File: config.mk
export PLATFORM = sky130hd
export DESIGN_NAME = csa_tree_adder_flat
export DESIGN_NICKNAME = d
export VERILOG_FILES = /design/src/rtl/csa_tree_adder_if.sv /design/src/rtl/csa_tree_adder.sv /design/src/flat_wrapper.sv
export SDC_FILE = /design/constraint.sdc
export NUM_CORES = 1
export LEC_CHECK = 0
export ABC_CLOCK_PERIOD_IN_PS = 3700
export CORE_MARGIN = 4
export CORE_UTILIZATION = 35
export DETAILED_ROUTE_END_ITERATION = 12
export GPL_TIMING_DRIVEN = 0
export PLACE_DENSITY = 0.68
export SETUP_SLACK_MARGIN = 0.5
export SLEW_MARGIN = 10
export SYNTH_ARGS = -nofsm -noshare
export SYNTH_HDL_FRONTEND = slang
export SYNTH_SLANG_ARGS = --single-unit
export TNS_END_PERCENT = 100
File: constraint.sdc
create_clock -name clk -period 3.7 [get_ports clk]
set_clock_uncertainty 0.1 [all_clocks]
set_input_delay 0.37 -clock clk [delete_from_list [all_inputs] [get_ports clk]]
set_output_delay 0.37 -clock clk [all_outputs]
set_load 0.01 [all_outputs]
File: src/rtl/csa_tree_adder_if.sv
// rtl/csa_tree_adder_if.sv - operand/sum valid-ready bundle for csa_tree_adder
interface csa_tree_adder_if #(
   parameter int NUM_OPS = 6,
   parameter int WIDTH   = 8,
   parameter int OUT_W   = WIDTH + $clog2(NUM_OPS)
);
   logic                     in_valid;
   logic                     in_ready;
   logic [NUM_OPS*WIDTH-1:0] in_ops;
   logic                     out_valid;
   logic                     out_ready;
   logic [OUT_W-1:0]         out_sum;

   // Environment side: supplies operands and consumes sums
   modport master (
      output in_valid,
      output in_ops,
      output out_ready,
      input  in_ready,
      input  out_valid,
      input  out_sum
   );

   // Adder side
   modport slave (
      input  in_valid,
      input  in_ops,
      input  out_ready,
      output in_ready,
      output out_valid,
      output out_sum
   );
endinterface

File: src/rtl/csa_tree_adder.sv
// rtl/csa_tree_adder.sv - pipelined Wallace-tree multi-operand adder with valid/ready stall
module csa_tree_adder #(
   parameter int NUM_OPS   = 6,
   parameter int WIDTH     = 8,
   parameter     SIGNED    = "FALSE",
   parameter int REG_EVERY = 1,
   parameter int OUT_W     = WIDTH + $clog2(NUM_OPS)
) (
   input  logic            clk,
   input  logic            rst_n,
   csa_tree_adder_if.slave bus_io
);

   // Row count after one layer of 3:2 counters; leftovers pass through.
   function automatic int rows_after(input int n);
      return 2 * (n / 3) + (n % 3);
   endfunction

   // Number of 3:2 layers needed to bring NUM_OPS rows down to two.
   function automatic int count_layers(input int n);
      int m;
      int c;
      m = n;
      c = 0;
      while (m > 2) begin
         m = rows_after(m);
         c = c + 1;
      end
      return c;
   endfunction

   localparam int LAYERS    = count_layers(NUM_OPS);
   localparam int NSTG      = (REG_EVERY > 0) ? (LAYERS / REG_EVERY) : 0;
   localparam int NSTG_A    = (NSTG > 0) ? NSTG : 1;
   localparam int RE_DIV    = (REG_EVERY > 0) ? REG_EVERY : 1;
   localparam bit IS_SIGNED = (SIGNED == "TRUE");
   localparam int MAXR      = NUM_OPS;
   localparam int NGRP      = MAXR / 3;
   localparam int EXT_W     = OUT_W - WIDTH;

   logic                 en;
   logic [OUT_W-1:0]     cur_rows [MAXR];
   logic [OUT_W-1:0]     nxt_rows [MAXR];
   logic [OUT_W-1:0]     stage_d  [NSTG_A][MAXR];
   logic [OUT_W-1:0]     stage_q  [NSTG_A][MAXR];
   logic [NSTG_A-1:0]    vld_d;
   logic [NSTG_A-1:0]    vld_q;
   logic                 last_vld;
   logic [OUT_W-1:0]     out_sum_d;
   logic [OUT_W-1:0]     out_sum_q;
   logic                 out_valid_q;

   // Whole pipeline moves together; only a stuck output can stall it.
   assign en               = !out_valid_q || bus_io.out_ready;
   assign bus_io.in_ready  = en;
   assign bus_io.out_valid = out_valid_q;
   assign bus_io.out_sum   = out_sum_q;

   // Extend operands, run the 3:2 layers (tapping stage registers), then the final CPA
   always_comb begin
      int n;
      int grp;
      int left;
      int s;
      logic [OUT_W-1:0] a;
      logic [OUT_W-1:0] b;
      logic [OUT_W-1:0] c;

      n    = NUM_OPS;
      grp  = 0;
      left = 0;
      s    = 0;
      a    = '0;
      b    = '0;
      c    = '0;

      for (int i = 0; i < MAXR; i++) begin
         if (IS_SIGNED) begin
            cur_rows[i] = {{EXT_W{bus_io.in_ops[i*WIDTH + WIDTH - 1]}},
                           bus_io.in_ops[i*WIDTH +: WIDTH]};
         end else begin
            cur_rows[i] = {{EXT_W{1'b0}}, bus_io.in_ops[i*WIDTH +: WIDTH]};
         end
         nxt_rows[i] = '0;
      end

      for (int t = 0; t < NSTG_A; t++) begin
         for (int r = 0; r < MAXR; r++) begin
            stage_d[t][r] = stage_q[t][r];
         end
      end

      for (int k = 1; k <= LAYERS; k++) begin
         grp  = n / 3;
         left = n % 3;
         for (int r = 0; r < MAXR; r++) begin
            nxt_rows[r] = '0;
         end
         // Each full group of three rows becomes a sum row and a shifted carry row
         for (int g = 0; g < NGRP; g++) begin
            if (g < grp) begin
               a = cur_rows[3*g];
               b = cur_rows[3*g + 1];
               c = cur_rows[3*g + 2];
               nxt_rows[2*g]     = a ^ b ^ c;
               nxt_rows[2*g + 1] = ((a & b) | (a & c) | (b & c)) << 1;
            end
         end
         for (int r = 0; r < 2; r++) begin
            if (r < left) begin
               nxt_rows[2*grp + r] = cur_rows[3*grp + r];
            end
         end
         n = rows_after(n);

         // Registered boundary: capture this layer, feed the next layer from the register
         if ((REG_EVERY > 0) && ((k % RE_DIV) == 0)) begin
            s = (k / RE_DIV) - 1;
            for (int r = 0; r < MAXR; r++) begin
               stage_d[s][r] = nxt_rows[r];
               cur_rows[r]   = stage_q[s][r];
            end
         end else begin
            for (int r = 0; r < MAXR; r++) begin
               cur_rows[r] = nxt_rows[r];
            end
         end
      end

      out_sum_d = cur_rows[0] + cur_rows[1];
   end

   // Stage valid shift chain; the output register sees the last stage (or the input when unstaged)
   always_comb begin
      vld_d[0] = bus_io.in_valid;
      for (int i = 1; i < NSTG_A; i++) begin
         vld_d[i] = vld_q[i-1];
      end
      last_vld = (NSTG > 0) ? vld_q[NSTG_A-1] : bus_io.in_valid;
   end

   // Control and output registers, cleared by reset so no stale bundle survives
   always_ff @(posedge clk) begin
      if (!rst_n) begin
         vld_q       <= '0;
         out_valid_q <= 1'b0;
         out_sum_q   <= '0;
      end else if (en) begin
         vld_q       <= vld_d;
         out_valid_q <= last_vld;
         out_sum_q   <= out_sum_d;
      end
   end

   // Stage data registers advance with the pipeline; their contents are qualified by vld_q
   always_ff @(posedge clk) begin
      if (en) begin
         for (int t = 0; t < NSTG_A; t++) begin
            for (int r = 0; r < MAXR; r++) begin
               stage_q[t][r] <= stage_d[t][r];
            end
         end
      end
   end

endmodule

File: src/flat_wrapper.sv
// flat-port wrapper written by rule: the top's interface ports become plain ports
module csa_tree_adder_flat 
#(
   parameter int NUM_OPS   = 6,
   parameter int WIDTH     = 8,
   parameter     SIGNED    = "     ",
   parameter int REG_EVERY = 1,
   parameter int OUT_W     = WIDTH + $clog2(NUM_OPS)
)
  (clk, rst_n, bus_io_in_valid, bus_io_in_ops, bus_io_out_ready, bus_io_in_ready, bus_io_out_valid, bus_io_out_sum);
  csa_tree_adder_if #(.NUM_OPS(NUM_OPS), .WIDTH(WIDTH), .OUT_W(OUT_W)) bus_io_i ();
  input  logic clk;
  input  logic rst_n;
  input wire logic [$bits(bus_io_i.in_valid)-1:0] bus_io_in_valid;
  input wire logic [$bits(bus_io_i.in_ops)-1:0] bus_io_in_ops;
  input wire logic [$bits(bus_io_i.out_ready)-1:0] bus_io_out_ready;
  output wire logic [$bits(bus_io_i.in_ready)-1:0] bus_io_in_ready;
  output wire logic [$bits(bus_io_i.out_valid)-1:0] bus_io_out_valid;
  output wire logic [$bits(bus_io_i.out_sum)-1:0] bus_io_out_sum;
  assign bus_io_i.in_valid = bus_io_in_valid;
  assign bus_io_i.in_ops = bus_io_in_ops;
  assign bus_io_i.out_ready = bus_io_out_ready;
  assign bus_io_in_ready = bus_io_i.in_ready;
  assign bus_io_out_valid = bus_io_i.out_valid;
  assign bus_io_out_sum = bus_io_i.out_sum;
  csa_tree_adder #(.NUM_OPS(NUM_OPS), .WIDTH(WIDTH), .SIGNED(SIGNED), .REG_EVERY(REG_EVERY), .OUT_W(OUT_W)) u_core (.clk(clk), .rst_n(rst_n), .bus_io(bus_io_i));
endmodule
Word-level counts from Yosys, hierarchy flattened. Memories as Yosys holds them, arrays and structs flattened. Cells that the tools add are included.

Bits in registers: 15. RAM bits: 126. Input bits: 52. Output and inout bits: 13. Word-level logic and storage cells: 37. Memories kept: 1.

Add/subtract/negate cells: 1. Muxes and demuxes: 2. Bitwise gates (word level): 28. Reduce and logical (&&, ||, !) cells: 2.

Memories: u_core.stage_q (words 3, width 42, rd ports 3, clocked after Yosys merged registers in 0, write ports 3, RTL line csa_tree_adder.sv:45) `logic [OUT_W-1:0] stage_q [NSTG_A][MAXR];`.

Operator list (count): 10-bit bitwise OR (8); 10-bit AND (6); 8-bit AND (6); 11-bit bitwise XOR (4); 11-bit by 8-bit bitwise XOR with 11-bit output (2); 8-bit bitwise XOR (2); 11-bit adder (1); 1-bit two-way mux (2); 1-bit zero test (1); 1-bit logical OR (1).

Logic depth before layout (Yosys ltp). Gate-level depths: netlist of run 1.

Word-level depth: 4. Depth in mapped cells: 7. Depth with buffers taken out: 7.

Worst setup path after synthesis of run 1. No wires, ideal clock.

Path kind: flip-flop to flip-flop. Start: register u_core.out_valid_q, in the netlist u_core.bus_io.out_valid. End: register u_core.out_sum_q[8], in the netlist u_core.bus_io.out_sum[8]. Setup time: 85 ps. Arrival: 3286 ps. Data required time: 3515 ps. Path slack: 228 ps. Stages on the path, launching flop included: 6. Path buffers: 1. Period minus slack after synthesis: 3472 ps. Cell sequence: dfxtp_1 nor2b_1 inv_1 buf_1 nand3_1 o211ai_1.

Cells in the longest elaborated chain, start to end: 2.

Ends and longest elaborated chain: start, declared (RTL line csa_tree_adder.sv:51) `logic out_valid_q;`; start signal, assigned (RTL line csa_tree_adder.sv:150) `out_valid_q <= last_vld;`; 1-bit zero test (RTL line csa_tree_adder.sv:54) `assign en = !out_valid_q || bus_io.out_ready;`; 1-bit logical OR (RTL line csa_tree_adder.sv:54); net bus_io_in_ready (RTL line flat_wrapper.sv:17) `output wire logic [$bits(bus_io_i.in_ready)-1:0] bus_io_in_ready;`; end signal, assigned (RTL line csa_tree_adder.sv:151) `out_sum_q <= out_sum_d;`; end, declared (RTL line csa_tree_adder.sv:50) `logic [OUT_W-1:0] out_sum_q;`.

The timed path passes the listed nets, and every way through them passes these cells. A chain may end at the register's enable or synchronous reset.

Final worst setup path of run 1.
Start: input port bus_io_out_ready. End: output port bus_io_in_ready.

Cells in the longest elaborated chain, start to end: 1.

Ends and longest elaborated chain: start, declared (RTL line flat_wrapper.sv:16) `input wire logic [$bits(bus_io_i.out_ready)-1:0] bus_io_out_ready;`; 1-bit logical OR (RTL line csa_tree_adder.sv:54); end, declared (RTL line flat_wrapper.sv:17).

Every way passes these cells.

==> flow_summary.json, run 1 <==
{
  "fill_cells": 900,
  "io_pins": 65,
  "yosysTopAreaCellShare_pct": 59.7,
  "hold_viol_final": 0,
  "holdWs_ns": 0.323,
  "cts_tree": "done",
  "die_area_sq_um": 12300,
  "cap_violations": 0,
  "setup-tns-final_ns": 0,
  "layout-drive-gt1-share_pct": 7.22,
  "dp_hpwl_microns": 3800,
  "grt.total_usage_pct": 8.81,
  "clk_pin_slew_ns": 0.08,
  "syn_area_per_cell_sq_um": 17.7,
  "grt_pass1_wl_microns": 8670,
  "synth_seq_area_share_pct": 67.8,
  "dpl_cell_area_sq_um": 4560,
  "setup_viol_count_final": 0,
  "dp.cells": 411,
  "utilization_pct": 46.1,
  "crit_required_ns": 3.23,
  "drt_iter0_drc": 67,
  "synthArstFlopShare_pct": 0,
  "fin_ws_ns": 1.11,
  "ys.flop_type": "edfxtp_1",
  "clk_latency_ns": 0.34,
  "rows": 37,
  "htree_num_levels": 3,
  "fin_crit_ns": 2.59,
  "cts_setup_buffers": 0,
  "fin_crit_sh_pct": 69.9,
  "maxSlewHeadroom_pct": 68.1,
  "status": "completed",
  "synth-edff-count": 74,
  "design_area_sq_um": 4760,
  "pre_cts_slack_ns": 1.09,
  "die_h_microns": 111,
  "synth.most_common_cell": "edfxtp_1",
  "n_antenna_cell": 0,
  "multi_input_area_sq_um": 1160,
  "first_global_vias": 1912,
  "crit_path_end_kind": "output port",
  "synth_fp_nets": 302,
  "cts_buffers": 9,
  "synth_common_cells": "74 x edfxtp_1, 32 x fa_1, 20 x nand2_1, 15 x dfxtp_1",
  "vdd_drop_max_v": 0.000208,
  "vias": 1875,
  "drc": 0,
  "grt_overflow": 0,
  "slew_violations": 0,
  "antenna_found_initial": 0,
  "start_util_pct": 36.1,
  "vias_per_cell": 4.39,
  "cp_max_fo": 38,
  "yosysTopAreaCell": "edfxtp_1",
  "powerDensity_nw_per_um2": 591,
  "wirelength_microns": 5150,
  "hold_path_class": "flip-flop to flip-flop",
  "die_w_microns": 111,
  "regArea_sq_um": 2520,
  "ys_seq_elements": 89,
  "fin_cells": 427,
  "grt_max_degree": 48,
  "first_pass_iters": 4,
  "rsz0062_at_grt": "false",
  "worst_pin_slew_ns": 0.479,
  "wl_per_cell_microns": 12.1,
  "place.port_buffers": 64,
  "worstSetupPathType": "input pin to output port",
  "crit_arrival_ns": 2.12,
  "syn_area_sq_um": 3720,
  "antenna_left": 0,
  "total_power_mw": 2.81,
  "synth.distinct_cells": 32,
  "start_kind": "input pin",
  "cts-hold-fix-buffers": 0,
  "synthCells": 210,
  "p_leak_nw": 1.75,
  "root_buffer": "clkbuf_8",
  "cts.path.max_buffers": 2,
  "ys_warn_count": 0,
  "cts_resized": 0,
  "clkSinkCount": 89,
  "fp.coreArea_sq_um": 10300,
  "areaGrowthSynthToFinish_pct": 27.9,
  "synthTopCellsByArea": "edfxtp_1 60%, fa_1 17%, dfxtp_1 8.1%",
  "gp_congestion": 0.780,
  "final_nets": 378,
  "max_freq_mhz": 386
}
==> cells in the final DEF, fill, tap and decap left out <==
cell / count
a211o_1: 1
a211oi_1: 1
a21boi_0: 7
a21boi_1: 1
a21o_1: 1
a21oi_1: 6
and3_1: 2
buf_1: 1
buf_12: 1
buf_2: 1
buf_4: 1
bufinv_16: 1
clkbuf_1: 2
clkbuf_8: 9
clkdlybuf4s50_1: 64
clkinv_4: 1
clkinvlp_4: 3
dfxtp_1: 15
edfxtp_1: 74
fa_1: 32
ha_1: 8
inv_1: 4
inv_6: 2
nand2_1: 20
nand3_1: 8
nand3b_1: 2
nor2_1: 1
nor2b_1: 3
nor2b_4: 1
nor3_1: 1
nor3b_1: 2
o211a_1: 1
o211ai_1: 1
o21a_1: 2
o21ai_0: 4
o311a_1: 2
o311ai_0: 1
o31a_1: 2
or2_2: 1
or3_1: 1
==> worst max-delay path, cell delays in order <==
cell and delay [ns]:
clkdlybuf4s50_1 0.46, nor2b_1 0.05, inv_1 0.15, buf_4 0.45, clkdlybuf4s50_1 0.63
==> registers in the layout, indices dropped and copies added (netlist names) <==
register,count
u_core.bus_io.out_sum,11
u_core.bus_io.out_valid,1
u_core.stage_q,74
u_core.vld_q,3
==> worst paths after layout <==
path,depth (start not counted),slack (ns),to,start
setup reg to reg,7,1.65,u_core.bus_io.out_sum[10],u_core.stage_q[2][22]
setup / recovery,5,1.11,bus_io_in_ready,bus_io_out_ready
hold / removal,0,0.32,u_core.stage_q[1][15],u_core.stage_q[0][4]
hold reg to reg,0,0.32,u_core.stage_q[1][15],u_core.stage_q[0][4]
==> layout make-up <==
class / instances / share of cell area [%]
clock buffer: 9 / 2.60
multi-input combinational: 112 / 24.5
inverter: 4 / 0.315
clock inverter: 7 / 1.66
tap: 136 / 3.58
buffer: 5 / 0.499
sequential: 89 / 53.0
timing repair buffer: 65 / 13.9
==> routing by layer <==
metal,up-vias,routed length (microns),global-route usage [%]
met5,-,0,0
met4,0,92,3.97
met2,54,2400,13.9
met1,895,2330,10.7
met3,7,328,3.38
li1,919,-,-
==> report_power, final <==
part	internal [mW]	switching [mW]	total, mW	leakage [nW]
logic	0.373	0.325	0.698	0.747
registers	1.36	0.0961	1.46	0.907
clock network	0.318	0.338	0.655	0.0925
total	2.05	0.759	2.81	1.75
==> cells by family (layout without fill, tap and decap cells) <==
family,after synthesis,in the layout,synth area share (%)
adder cells (fa/ha/maj),40,40,19.9
flip-flops,89,89,67.8
AND/OR/NAND/NOR,42,42,5.68
buffers and inverters,9,90,0.941
AO/OA/AOI/OAI,30,30,5.71
No activity file was read; power rests on OpenSTA's default activity.
==> run 2: changes to the inputs <==
--- a/config.mk
+++ b/config.mk
@@ -5,12 +5,12 @@
 export SDC_FILE = /design/constraint.sdc
 export NUM_CORES = 1
 export LEC_CHECK = 0
-export ABC_CLOCK_PERIOD_IN_PS = 3700
+export ABC_CLOCK_PERIOD_IN_PS = 2200
 export CORE_MARGIN = 4
 export CORE_UTILIZATION = 35
 export DETAILED_ROUTE_END_ITERATION = 12
 export GPL_TIMING_DRIVEN = 0
-export PLACE_DENSITY = 0.68
+export PLACE_DENSITY = 0.7
 export SETUP_SLACK_MARGIN = 0.5
 export SLEW_MARGIN = 10
 export SYNTH_ARGS = -nofsm -noshare
==> constraint.sdc (replaced) <==
create_clock -name clk -period 2.2 [get_ports clk]
set_clock_uncertainty 0.1 [all_clocks]
set_input_delay 0.22 -clock clk [delete_from_list [all_inputs] [get_ports clk]]
set_output_delay 0.22 -clock clk [all_outputs]
set_load 0.01 [all_outputs]
==> run 2 against run 1 <==
Net effect: sequential share of layout area down 1.1 points; via count up 3.7%; cell count up 1.2%; register-to-register slack worse by 1.4 ns; sequential cell count unchanged; non-clock buffer count up 5; design area up 2.1%; critical path depth up 2; die area unchanged; combinational power up 86%; sequential power up 68%; setup slack worse by 0.90 ns; critical path type is now flip-flop to flip-flop.
==> flow_summary.json, run 2 (synthesis gave the netlist of run 1 again) <==
{
  "status": "completed",
  "die_h_microns": 111,
  "fp.coreArea_sq_um": 10300,
  "dp.cells": 410,
  "cts_tree": "done",
  "powerDensity_nw_per_um2": 989,
  "grt_pass1_wl_microns": 9220,
  "die_area_sq_um": 12300,
  "start_util_pct": 36.1,
  "rsz0062_at_grt": "true",
  "fin_crit_ns": 1.98,
  "first_pass_iters": 4,
  "clk_latency_ns": 0.34,
  "grt_overflow": 0,
  "crit_required_ns": 2.33,
  "wirelength_microns": 5530,
  "root_buffer": "clkbuf_8",
  "cts-hold-fix-buffers": 0,
  "setup_viol_count_final": 0,
  "maxSlewHeadroom_pct": 74.4,
  "clkSinkCount": 89,
  "fin_ws_ns": 0.215,
  "first_global_vias": 2043,
  "cts_buffers": 9,
  "io_pins": 65,
  "largest-register": "u_core.stage_q",
  "fin_crit_sh_pct": 90.2,
  "grt_max_degree": 43,
  "start_kind": "flip-flop",
  "max_freq_mhz": 504,
  "layout_common_cells": "74 x edfxtp_1, 63 x clkdlybuf4s50_1, 31 x fa_1, 20 x nand2_1, 15 x dfxtp_1",
  "cap_violations": 0,
  "p_leak_nw": 1.81,
  "final_nets": 383,
  "cts.path.max_buffers": 2,
  "clk_pin_slew_ns": 0.08,
  "vdd_drop_max_v": 0.000340,
  "drc": 0,
  "hold_path_class": "flip-flop to flip-flop",
  "holdWs_ns": 0.322,
  "utilization_pct": 47.1,
  "dpl_cell_area_sq_um": 4540,
  "fin_cells": 432,
  "worst_pin_slew_ns": 0.384,
  "drt_iter0_drc": 50,
  "hold_viol_final": 0,
  "antenna_left": 0,
  "design_area_sq_um": 4860,
  "total_power_mw": 4.81,
  "grt.total_usage_pct": 9.43,
  "n_antenna_cell": 0,
  "antenna_found_initial": 0,
  "htree_num_levels": 3,
  "largest_reg_flops": 74,
  "dp_hpwl_microns": 3800,
  "setup-tns-final_ns": 0,
  "gp_congestion": 0.781,
  "layout-drive-gt1-share_pct": 10.5,
  "crit_arrival_ns": 2.12,
  "areaGrowthSynthToFinish_pct": 30.6,
  "pre_cts_slack_ns": -0.530,
  "final_common_cell": "edfxtp_1",
  "rows": 37,
  "crit_path_end_kind": "flip-flop",
  "wl_per_cell_microns": 12.8,
  "slew_violations": 0,
  "place.port_buffers": 64,
  "cp_max_fo": 4,
  "fill_cells": 879,
  "die_w_microns": 111,
  "vias_per_cell": 4.50,
  "worstSetupPathType": "flip-flop to flip-flop",
  "vias": 1944
}
[run 2: cell count changes in the layout (fill, tap and decap cells not counted), moves of 2 or more]
cell        change
bufbuf_16       +2
clkinvlp_4      -2
inv_1           -2
inv_2           +2
clkinv_1        +2
buf_6           +2
inv_6           -2
[run 2: final timing paths]
check,cells after the start,end,start,slack (ns)
worst max-delay path,7,u_core.bus_io.out_sum[10],u_core.stage_q[2][22],0.22
worst min-delay path,0,u_core.stage_q[1][15],u_core.stage_q[0][4],0.32
worst max register to register,7,u_core.bus_io.out_sum[10],u_core.stage_q[2][22],0.22
worst min register to register,0,u_core.stage_q[1][15],u_core.stage_q[0][4],0.32
[run 2: per-layer routing]
metal | GRT usage [%] | vias up | wire (microns)
li1 | - | 930 | -
met1 | 11.4 | 945 | 2420
met2 | 15.0 | 62 | 2680
met3 | 2.84 | 7 | 332
met4 | 5.43 | 0 | 88
met5 | 0 | - | 0
[run 2: power breakdown]
| part | internal, mW | switching, mW |
|---|---|---|
| clock | 0.518 | 0.527 |
| combinational | 0.711 | 0.592 |
| sequential | 2.29 | 0.164 |
| total | 3.52 | 1.28 |
[run 2: final cells by class]
type,instances,area [sq um],area share [%]
Sequential cell,89,2520,51.9
Multi-Input combinational cell,112,1180,24.4
Clock inverter,6,58.8,1.21
Tap cell,136,170,3.50
Clock buffer,10,128,2.63
Timing Repair Buffer,70,746,15.3
Inverter,4,15.0,0.309
Buffer,5,36.3,0.746
[run 2: critical path: stages, from the launching register on]
cell and delay (ns):
edfxtp_1 0.37, ha_2 0.21, inv_2 0.05, fa_2 0.22, nor2b_4 0.05, o31a_1 0.29, o311a_1 0.31, o311a_1 0.29
[run 2: repair_timing]
item                                   4_1_cts  5_1_grt
setup buffers                                3        1
pin swaps                                    2        2
resized for setup                            6        6
setup endpoints to repair                   86        9
endpoints found under the hold margin        0        0
cloned                                       2        0
